===== config.mk =====
export PLATFORM = sky130hd
export DESIGN_NAME = voice_cmd_rx
export DESIGN_NICKNAME = d
export VERILOG_FILES = /design/src/rtl/voice_cmd_rx.sv
export SDC_FILE = /design/constraint.sdc
export NUM_CORES = 1
export LEC_CHECK = 0
export BUFFER_PORTS_ARGS = -buffer_cell sky130_fd_sc_hd__buf_4
export CAP_MARGIN = 15
export CORE_MARGIN = 5
export CORE_UTILIZATION = 34
export DETAILED_ROUTE_END_ITERATION = 10
export HOLD_SLACK_MARGIN = 0.15
export PLACE_DENSITY_LB_ADDON = 0.05
export SLEW_MARGIN = 30
export SYNTH_ARGS = -nofsm -noshare
export SYNTH_HDL_FRONTEND = slang
export SYNTH_SLANG_ARGS = --single-unit

===== constraint.sdc =====
create_clock -name clk -period 1.8 [get_ports clk]
set_input_delay 0.27 -clock clk [delete_from_list [all_inputs] [get_ports clk]]
set_output_delay 0.27 -clock clk [all_outputs]
set_load 0.05 [all_outputs]

===== src/rtl/voice_cmd_rx.sv =====
// UART (8N1) command receiver for the voice-controlled line follower: decodes
// ASCII command letters into a 3-bit code. Define VOICE_CMD_TIMEOUT_EN to build the link watchdog.
module voice_cmd_rx #(
    parameter int CLKS_PER_BIT   = 5208,
    parameter int TIMEOUT_CYCLES = 100_000_000
) (
    input  logic       clk,
    input  logic       rst_n,
    input  logic       rx,
    output logic [2:0] cmd,
    output logic       cmd_valid,
    output logic       bad_cmd,
    output logic       frame_err,
    output logic       link_timeout
);

    localparam int BAUD_W = $clog2(CLKS_PER_BIT);
    localparam logic [BAUD_W-1:0] BAUD_LAST = BAUD_W'(CLKS_PER_BIT - 1);
    localparam logic [BAUD_W-1:0] HALF_LAST = BAUD_W'(CLKS_PER_BIT / 2 - 1);
    localparam logic [2:0] CMD_AUTO = 3'b000;
    localparam logic [2:0] CMD_STOP = 3'b100;

    typedef enum logic [2:0] {
        IDLE,
        START,
        DATA,
        STOP,
        WAIT_HIGH
    } state_t;

    state_t            state_q, state_d;
    logic              rx_meta_q, rx_sync_q;
    logic [BAUD_W-1:0] baud_q, baud_d;
    logic [2:0]        bit_cnt_q, bit_cnt_d;
    logic [7:0]        shift_q, shift_d;
    logic [2:0]        cmd_q, cmd_d;
    logic              cmd_valid_q, cmd_valid_d;
    logic              bad_cmd_q, bad_cmd_d;
    logic              frame_err_q, frame_err_d;
    logic              good_frame;
    logic              load_cmd;
    logic [3:0]        dec;

    // Returns {hit, code}; only upper-case letters are recognised.
    function automatic logic [3:0] decode_byte(input logic [7:0] b);
        logic [3:0] r;
        case (b)
            8'h41:   r = {1'b1, 3'b000};
            8'h46:   r = {1'b1, 3'b001};
            8'h52:   r = {1'b1, 3'b010};
            8'h4C:   r = {1'b1, 3'b011};
            8'h53:   r = {1'b1, 3'b100};
            8'h42:   r = {1'b1, 3'b101};
            default: r = 4'b0000;
        endcase
        return r;
    endfunction

    always_ff @(posedge clk or negedge rst_n) begin
        if (!rst_n) begin
            rx_meta_q   <= 1'b1;
            rx_sync_q   <= 1'b1;
            state_q     <= IDLE;
            baud_q      <= '0;
            bit_cnt_q   <= '0;
            shift_q     <= '0;
            cmd_q       <= CMD_AUTO;
            cmd_valid_q <= 1'b0;
            bad_cmd_q   <= 1'b0;
            frame_err_q <= 1'b0;
        end else begin
            rx_meta_q   <= rx;
            rx_sync_q   <= rx_meta_q;
            state_q     <= state_d;
            baud_q      <= baud_d;
            bit_cnt_q   <= bit_cnt_d;
            shift_q     <= shift_d;
            cmd_q       <= cmd_d;
            cmd_valid_q <= cmd_valid_d;
            bad_cmd_q   <= bad_cmd_d;
            frame_err_q <= frame_err_d;
        end
    end

    always_comb begin
        state_d     = state_q;
        baud_d      = baud_q + 1'b1;
        bit_cnt_d   = bit_cnt_q;
        shift_d     = shift_q;
        good_frame  = 1'b0;
        frame_err_d = 1'b0;
        case (state_q)
            IDLE: begin
                baud_d = '0;
                if (!rx_sync_q) begin
                    state_d   = START;
                    bit_cnt_d = '0;
                end
            end
            START: begin
                // Mid-start-bit recheck filters short glitches on the line.
                if (baud_q == HALF_LAST) begin
                    baud_d  = '0;
                    state_d = rx_sync_q ? IDLE : DATA;
                end
            end
            DATA: begin
                if (baud_q == BAUD_LAST) begin
                    baud_d  = '0;
                    shift_d = {rx_sync_q, shift_q[7:1]};
                    if (bit_cnt_q == 3'd7) begin
                        state_d = STOP;
                    end else begin
                        bit_cnt_d = bit_cnt_q + 3'd1;
                    end
                end
            end
            STOP: begin
                if (baud_q == BAUD_LAST) begin
                    baud_d = '0;
                    if (rx_sync_q) begin
                        good_frame = 1'b1;
                        state_d    = IDLE;
                    end else begin
                        frame_err_d = 1'b1;
                        shift_d     = '0;
                        state_d     = WAIT_HIGH;
                    end
                end
            end
            WAIT_HIGH: begin
                baud_d = '0;
                if (rx_sync_q) begin
                    state_d = IDLE;
                end
            end
            default: begin
                baud_d  = '0;
                state_d = IDLE;
            end
        endcase
    end

    assign dec         = decode_byte(shift_q);
    assign load_cmd    = good_frame & dec[3];
    assign cmd_valid_d = load_cmd;
    assign bad_cmd_d   = good_frame & ~dec[3];

`ifdef VOICE_CMD_TIMEOUT_EN
    localparam int WD_W = $clog2(TIMEOUT_CYCLES + 1);
    localparam logic [WD_W-1:0] WD_LIMIT = WD_W'(TIMEOUT_CYCLES);

    logic [WD_W-1:0] wd_cnt_q, wd_cnt_d;
    logic            link_timeout_q, link_timeout_d;

    always_ff @(posedge clk or negedge rst_n) begin
        if (!rst_n) begin
            wd_cnt_q       <= '0;
            link_timeout_q <= 1'b0;
        end else begin
            wd_cnt_q       <= wd_cnt_d;
            link_timeout_q <= link_timeout_d;
        end
    end

    // A freshly decoded command takes priority over a simultaneous expiry.
    always_comb begin
        cmd_d          = cmd_q;
        wd_cnt_d       = wd_cnt_q;
        link_timeout_d = link_timeout_q;
        if (load_cmd) begin
            cmd_d          = dec[2:0];
            wd_cnt_d       = '0;
            link_timeout_d = 1'b0;
        end else if (cmd_q == CMD_AUTO) begin
            wd_cnt_d = '0;
        end else if (!link_timeout_q) begin
            if (wd_cnt_q == WD_LIMIT) begin
                cmd_d          = CMD_STOP;
                link_timeout_d = 1'b1;
            end else begin
                wd_cnt_d = wd_cnt_q + 1'b1;
            end
        end
    end

    assign link_timeout = link_timeout_q;
`else
    always_comb begin
        cmd_d = cmd_q;
        if (load_cmd) begin
            cmd_d = dec[2:0];
        end
    end

    assign link_timeout = 1'b0;
`endif

    assign cmd       = cmd_q;
    assign cmd_valid = cmd_valid_q;
    assign bad_cmd   = bad_cmd_q;
    assign frame_err = frame_err_q;

endmodule


==> results.yml, run 1 <==
drt:
  drt-initial-drc-count: 40
  via_count: 1505
  wl_per_cell_um: 14.0
  ant_nets: 0
  drc: 0
  firstDrtPassIters: 4
  vias_per_cell: 5.08
  finalWirelength_mm: 4.15
power:
  power.density_nw_per_um2: 571
  totalPowerFinal_mw: 1.36
  p_leak_nw: 1.05
  swShare_pct: 21.7
  seqPwrFrac_pct: 58.2
  netSwitchingPower_uw: 296
  intPower_mw: 1.07
  ir_worst_vdd_v: 0.000227
  p_clk_share_pct: 39.6
  p_comb_share_pct: 2.2
worst_hold_path:
  hold_class: "reg2reg"
sta:
  skew_ns: 0.00583
  finalCriticalPeriod_ns: 1.73
  relSlewSlack_pct: 60.2
  max_freq_ghz: 0.578
  setup_viol: 0
  fin_crit_sh_pct: 96.1
  rsz0062_at_grt: "true"
  drv_slew: 0
  hold_viol: 0
  worstMarginPinSlew_ns: 0.591
synth:
  synthFlopType: "dfrtp_1"
  synth_seq_cells: 35
  yosys_warnings: 0
  synth_nets: 194
  synthDistinctLibCells: 52
  syn_area_sq_um: 1930
  netlist.area_leader.share_pct: 42.7
  yosys-top-cells-area: "dfrtp_1 43%, nor2_1 4.5%, xnor2_1 4.1%"
  synth_edf_count: 0
  yosysSeqAreaShare_pct: 45.4
  synth_area_per_cell_sq_um: 10.3
  synth_area_leader_cell: "dfrtp_1"
  synthCells: 187
  async_flop_share_pct: 100
floorplan:
  initial_core_util_pct: 35.1
  die_area_sq_um: 7290
  num_io_pins: 10
  die_x_um: 85.4
  die_h_um: 85.4
  rows: 27
  placeableCoreArea_sq_um: 5510
global_routing:
  grt-ovfl-total: 0
  grt_pass1_vias: 1529
  grt_pass1_wl_mm: 7.24
  antenna_found_initial: 0
  grt_max_degree: 36
  use_met2_pct: 20.8
  grt_use_met1_pct: 14.8
  met3_usage_pct: 3.69
  busiest_layer: "met2"
  grtUsageTotal_pct: 12.3
clock_network:
  cts-htree-levels: 2
  root_buffer: "clkbuf_8"
  cts_sinks: 35
  clkTransAtPathRegs_ns: 0.07
  clockBufferDepth: 2
  cts_made_buffers: 5
  insertion_delay_ns: 0.28
  cts_tree: "yes"
place:
  routabilityCongestion: 0.775
  hpwl_mm: 3.02
  dpl.cell_count: 282
  dpl_cell_area_sq_um: 2210
  port_buffers: 8
critical_path:
  cp_cell_sequence: "ha_2, and2_4, nand4_4, a211oi_4, buf_4, mux2_4"
  crit_type: "reg2reg"
  cp-end-kind: "register"
  slowest_delay_ns: 0.36
  worstPathArrival_ns: 1.90
  required_ns: 1.97
  slowest_stage: "dfrtp_1"
  startpoint_type: "register"
  cp_max_fo: 5
final_layout:
  nets: 230
  post-route-util_pct: 43.4
  layout_commonest_cell: "buf_4"
  syn_to_final_growth_pct: 23.7
  stdcell_area_sq_um: 2390
  drive_above_1_share_pct: 26.8
  fin_cells: 296
  layout_common_cells: "34 x buf_4, 33 x dfrtp_1, 23 x nor2_1"
  diodes: 0
flow_run:
  cap_violations: 0
run_status:
  status: "complete, no violations"
[per-layer routing]
metal	wire length, um	up-vias
met2	2070	36
met1	1840	729
met4	70	0
met5	0	-
met3	169	8
li1	-	732
[synth_stat cells, types with 3 or more instances]
cell / number
inv_1: 11
nand4_1: 3
dfrtp_1: 33
a21oi_1: 4
xor2_1: 3
nand2_1: 16
nand3_1: 6
ha_1: 4
nor3_1: 7
mux2_4: 3
nor2_1: 23
and4bb_1: 4
nand2b_1: 3
xnor2_1: 9
mux2_1: 3
mux2i_1: 6
nor4_1: 4
nor4bb_1: 3
[logic make-up (layout without fill, tap and decap cells)]
logic type | count (synthesis) | in the layout | share of synthesized area [%]
flops | 35 | 35 | 45.4
buf+inv | 19 | 56 | 4.60
xor+xnor | 12 | 12 | 5.44
fa+ha+maj | 4 | 4 | 2.59
mux | 12 | 12 | 7.18
compound gates | 17 | 17 | 7.12
other cells | 1 | 1 | 0.194
simple gates | 87 | 87 | 27.4
[per-stage QoR]
step	worst slack, ns	setup TNS, ns	hold slack [ns]
2_1_floorplan	0.0410	0	-0.0256
3_3_place_gp	-0.0000319	-0.0000319	0.253
3_5_place_dp	-0.0432	-0.0848	0.262
4_1_cts	0.0212	0	0.363
5_1_grt	-0.0208	-0.0590	0.366
6_report	0.0696	0	0.354
[path summary, 6_finish.rpt]
check | cells past startpoint | end | startpoint | slack, ns
setup / recovery | 6 | shift_q[5] | baud_q[1] | 0.07
hold / removal | 0 | rx_sync_q | rx_meta_q | 0.35
setup reg to reg | 6 | shift_q[5] | baud_q[1] | 0.07
hold reg to reg | 0 | rx_sync_q | rx_meta_q | 0.35
max in group asynchronous | 2 | rx_meta_q | rst_n | 0.97
min in group asynchronous | 2 | cmd_valid | rst_n | 0.48
[area by class of cell]
cell class | instances | area (sq um)
tap | 72 | 90.1
clock inverter | 1 | 5.00
timing repair buffer | 37 | 287
fill | 548 | 3120
clock buffer | 7 | 76.3
inverter | 11 | 41.3
multi-input combinational | 133 | 1010
sequential | 35 | 878
[power groups by stage]
stage,Clock (mW),Combinational (mW),Sequential [mW]
after CTS,0.573,0.0316,0.794
after global routing,0.598,0.0354,0.794
after detailed placement,0,0.0280,0.809
final,0.540,0.0303,0.795
after global placement,0,0.0273,0.809
after floorplan,0,0.0119,0.806
[flip-flops by register name, indices dropped and copies added, names as in the netlist]
register and cells:
cmd_valid 1, shift_q 8, bad_cmd 1, bit_cnt_q 3, state_q 3, baud_q 13
rx_meta_q 1, frame_err 1, cmd 3, rx_sync_q 1
[repair_timing]
item,4_1_cts,5_1_grt
pin swaps,1,0
cloned,0,0
hold endpoints to repair,34,0
endpoints found under the setup margin,3,20
buffers inserted,0,4
hold buffers,2,0
gates resized for setup,2,7
[critical path: cells and delay by family (launching register included)]
kind	cells	cell delay, ns
muxes	1	0.28
adders and majority gates	1	0.20
and+or+nand+nor	2	0.33
AOI/OAI and AO/OA	1	0.28
DFF	1	0.36
buffers and inverters	1	0.17
(Power assumes the default switching activity.)
==> inputs of run 2 (changes only) <==
--- a/config.mk
+++ b/config.mk
@@ -5,10 +5,12 @@
 export SDC_FILE = /design/constraint.sdc
 export NUM_CORES = 1
 export LEC_CHECK = 0
+export ABC_CLOCK_PERIOD_IN_PS = 1800
 export BUFFER_PORTS_ARGS = -buffer_cell sky130_fd_sc_hd__buf_4
 export CAP_MARGIN = 15
-export CORE_MARGIN = 5
+export CORE_MARGIN = 8
 export CORE_UTILIZATION = 34
+export CTS_CLUSTER_SIZE = 25
 export DETAILED_ROUTE_END_ITERATION = 10
 export HOLD_SLACK_MARGIN = 0.15
 export PLACE_DENSITY_LB_ADDON = 0.05
==> results.yml, run 2 (synthesis gave the netlist of run 1 again) <==
place:
  dpl_cell_area_sq_um: 2230
  port_buffers: 8
  hpwl_mm: 3.11
  routabilityCongestion: 0.832
  dp_slack_ns: -0.0435
critical_path:
  slowest_stage: "dfrtp_1"
  reg2reg_slack_ns: 0.05
  worstPathArrival_ns: 1.92
  startpoint_type: "register"
  cp_max_fo: 5
  cp-end-kind: "register"
  cp-startpoint: "baud_q[11]"
  crit_type: "reg2reg"
  reg2reg_from: "baud_q[11]"
  endpoint: "bit_cnt_q[0]"
  cp_num_buf_inv: 1
  ff2ff_path_depth: 5
  required_ns: 1.97
  crit_family: "simple AND/OR/NAND/NOR gates"
  slowest_delay_ns: 0.41
  cp.depth: 5
  r2r_end: "bit_cnt_q[0]"
  cp_cell_sequence: "and4bb_1, nand4_4, buf_4, a211oi_4, mux2_4"
final_layout:
  nets: 230
  largestRegisters: "baud_q (13), shift_q (8)"
  drive_above_1_share_pct: 29.5
  syn_to_final_growth_pct: 26.9
  layout_commonest_cell: "buf_4"
  stdcell_area_sq_um: 2450
  largest_reg_flops: 13
  layout_common_cells: "34 x buf_4, 33 x dfrtp_1, 23 x nor2_1"
  top_register: "baud_q"
  post-route-util_pct: 44.6
  diodes: 0
clock_network:
  cts_made_buffers: 5
  cts_tree: "yes"
  cts-htree-levels: 2
  cts_sinks: 35
  insertion_delay_ns: 0.29
  root_buffer: "clkbuf_8"
  clkTransAtPathRegs_ns: 0.08
  clockBufferDepth: 2
global_routing:
  antenna_found_initial: 0
  grt_max_degree: 36
  grtUsageTotal_pct: 11.0
  grt-ovfl-total: 0
  grt_pass1_vias: 1576
  grt_pass1_wl_mm: 7.62
run_status:
  status: "complete, no violations"
floorplan:
  placeableCoreArea_sq_um: 5510
  rows: 27
  num_io_pins: 10
  die_x_um: 91.4
  initial_core_util_pct: 35.1
  die_h_um: 91.4
  die_area_sq_um: 8350
sta:
  hold_viol: 0
  drv_slew: 0
  rsz0062_at_grt: "true"
  layout_setup_ws_ns: 0.0452
  finalCriticalPeriod_ns: 1.75
  fin_crit_sh_pct: 97.5
  max_freq_ghz: 0.570
  skew_ns: 0.00960
  tns_ns: 0
  setup_viol: 0
worst_hold_path:
  hold_class: "reg2reg"
drt:
  via_count: 1485
  drc: 0
  firstDrtPassIters: 4
  wl_per_cell_um: 14.5
  vias_per_cell: 5.02
  finalWirelength_mm: 4.30
  ant_nets: 0
  drt-initial-drc-count: 65
power:
  totalPowerFinal_mw: 1.56
  power.density_nw_per_um2: 635
  ir_worst_vdd_v: 0.000383
  p_leak_nw: 1.08
flow_run:
  cap_violations: 0
-- run 2: what timing repair did --
| action | in CTS | in global routing |
|---|---|---|
| pin swaps | 1 | 3 |
| endpoints found under the setup margin | 2 | 7 |
| buffers inserted | 0 | 3 |
| cloned | 0 | 0 |
| hold endpoints to repair | 34 | 0 |
| gates resized for setup | 1 | 11 |
| hold buffers | 2 | 0 |
-- run 2: how the worst min path moves through the flow --
stage / end / startpoint / cells past startpoint
floorplan: bad_cmd / rst_n / 0
global placement: baud_q[0] / rst_n / 1
detailed placement: baud_q[0] / rst_n / 1
CTS: rx_sync_q / rx_meta_q / 0
global route: rx_sync_q / rx_meta_q / 0
finish: rx_sync_q / rx_meta_q / 0
-- run 2: final cells by class --
type | count | area [sq um]
Sequential cell | 35 | 878
Clock inverter | 2 | 35.0
Clock buffer | 6 | 82.6
Inverter | 11 | 41.3
Tap cell | 72 | 90.1
Timing Repair Buffer | 37 | 295
Fill cell | 526 | 3050
Multi-Input combinational cell | 133 | 1030
-- run 2: per-layer routing --
metal / track usage, % / up-vias / wire length (um)
met5: 0 / - / 0
met4: 3.96 / 0 / 52
met3: 2.47 / 5 / 79
met2: 19.3 / 14 / 2230
met1: 12.7 / 740 / 1930
li1: - / 726 / -
-- run 2: stage by stage --
stage / hold slack [ns] / instances
after global routing: 0.366 / 296
after floorplan: -0.0256 / 187
after CTS: 0.362 / 293
after global placement: 0.251 / 283
after detailed placement: 0.259 / 283
final: 0.359 / 296
-- run 2: worst register-to-register path, cell delays in order, from the launching register on --
cell and delay (ns):
dfrtp_1 0.41, and4bb_1 0.33, nand4_4 0.14, buf_4 0.19
a211oi_4 0.25, mux2_4 0.32
-- run 2: power by group --
| group | internal (mW) | switching [mW] | leakage (nW) |
|---|---|---|---|
| logic | 0.00706 | 0.0230 | 0.548 |
| clock network | 0.448 | 0.285 | 0.0612 |
| registers | 0.790 | 0.00404 | 0.467 |
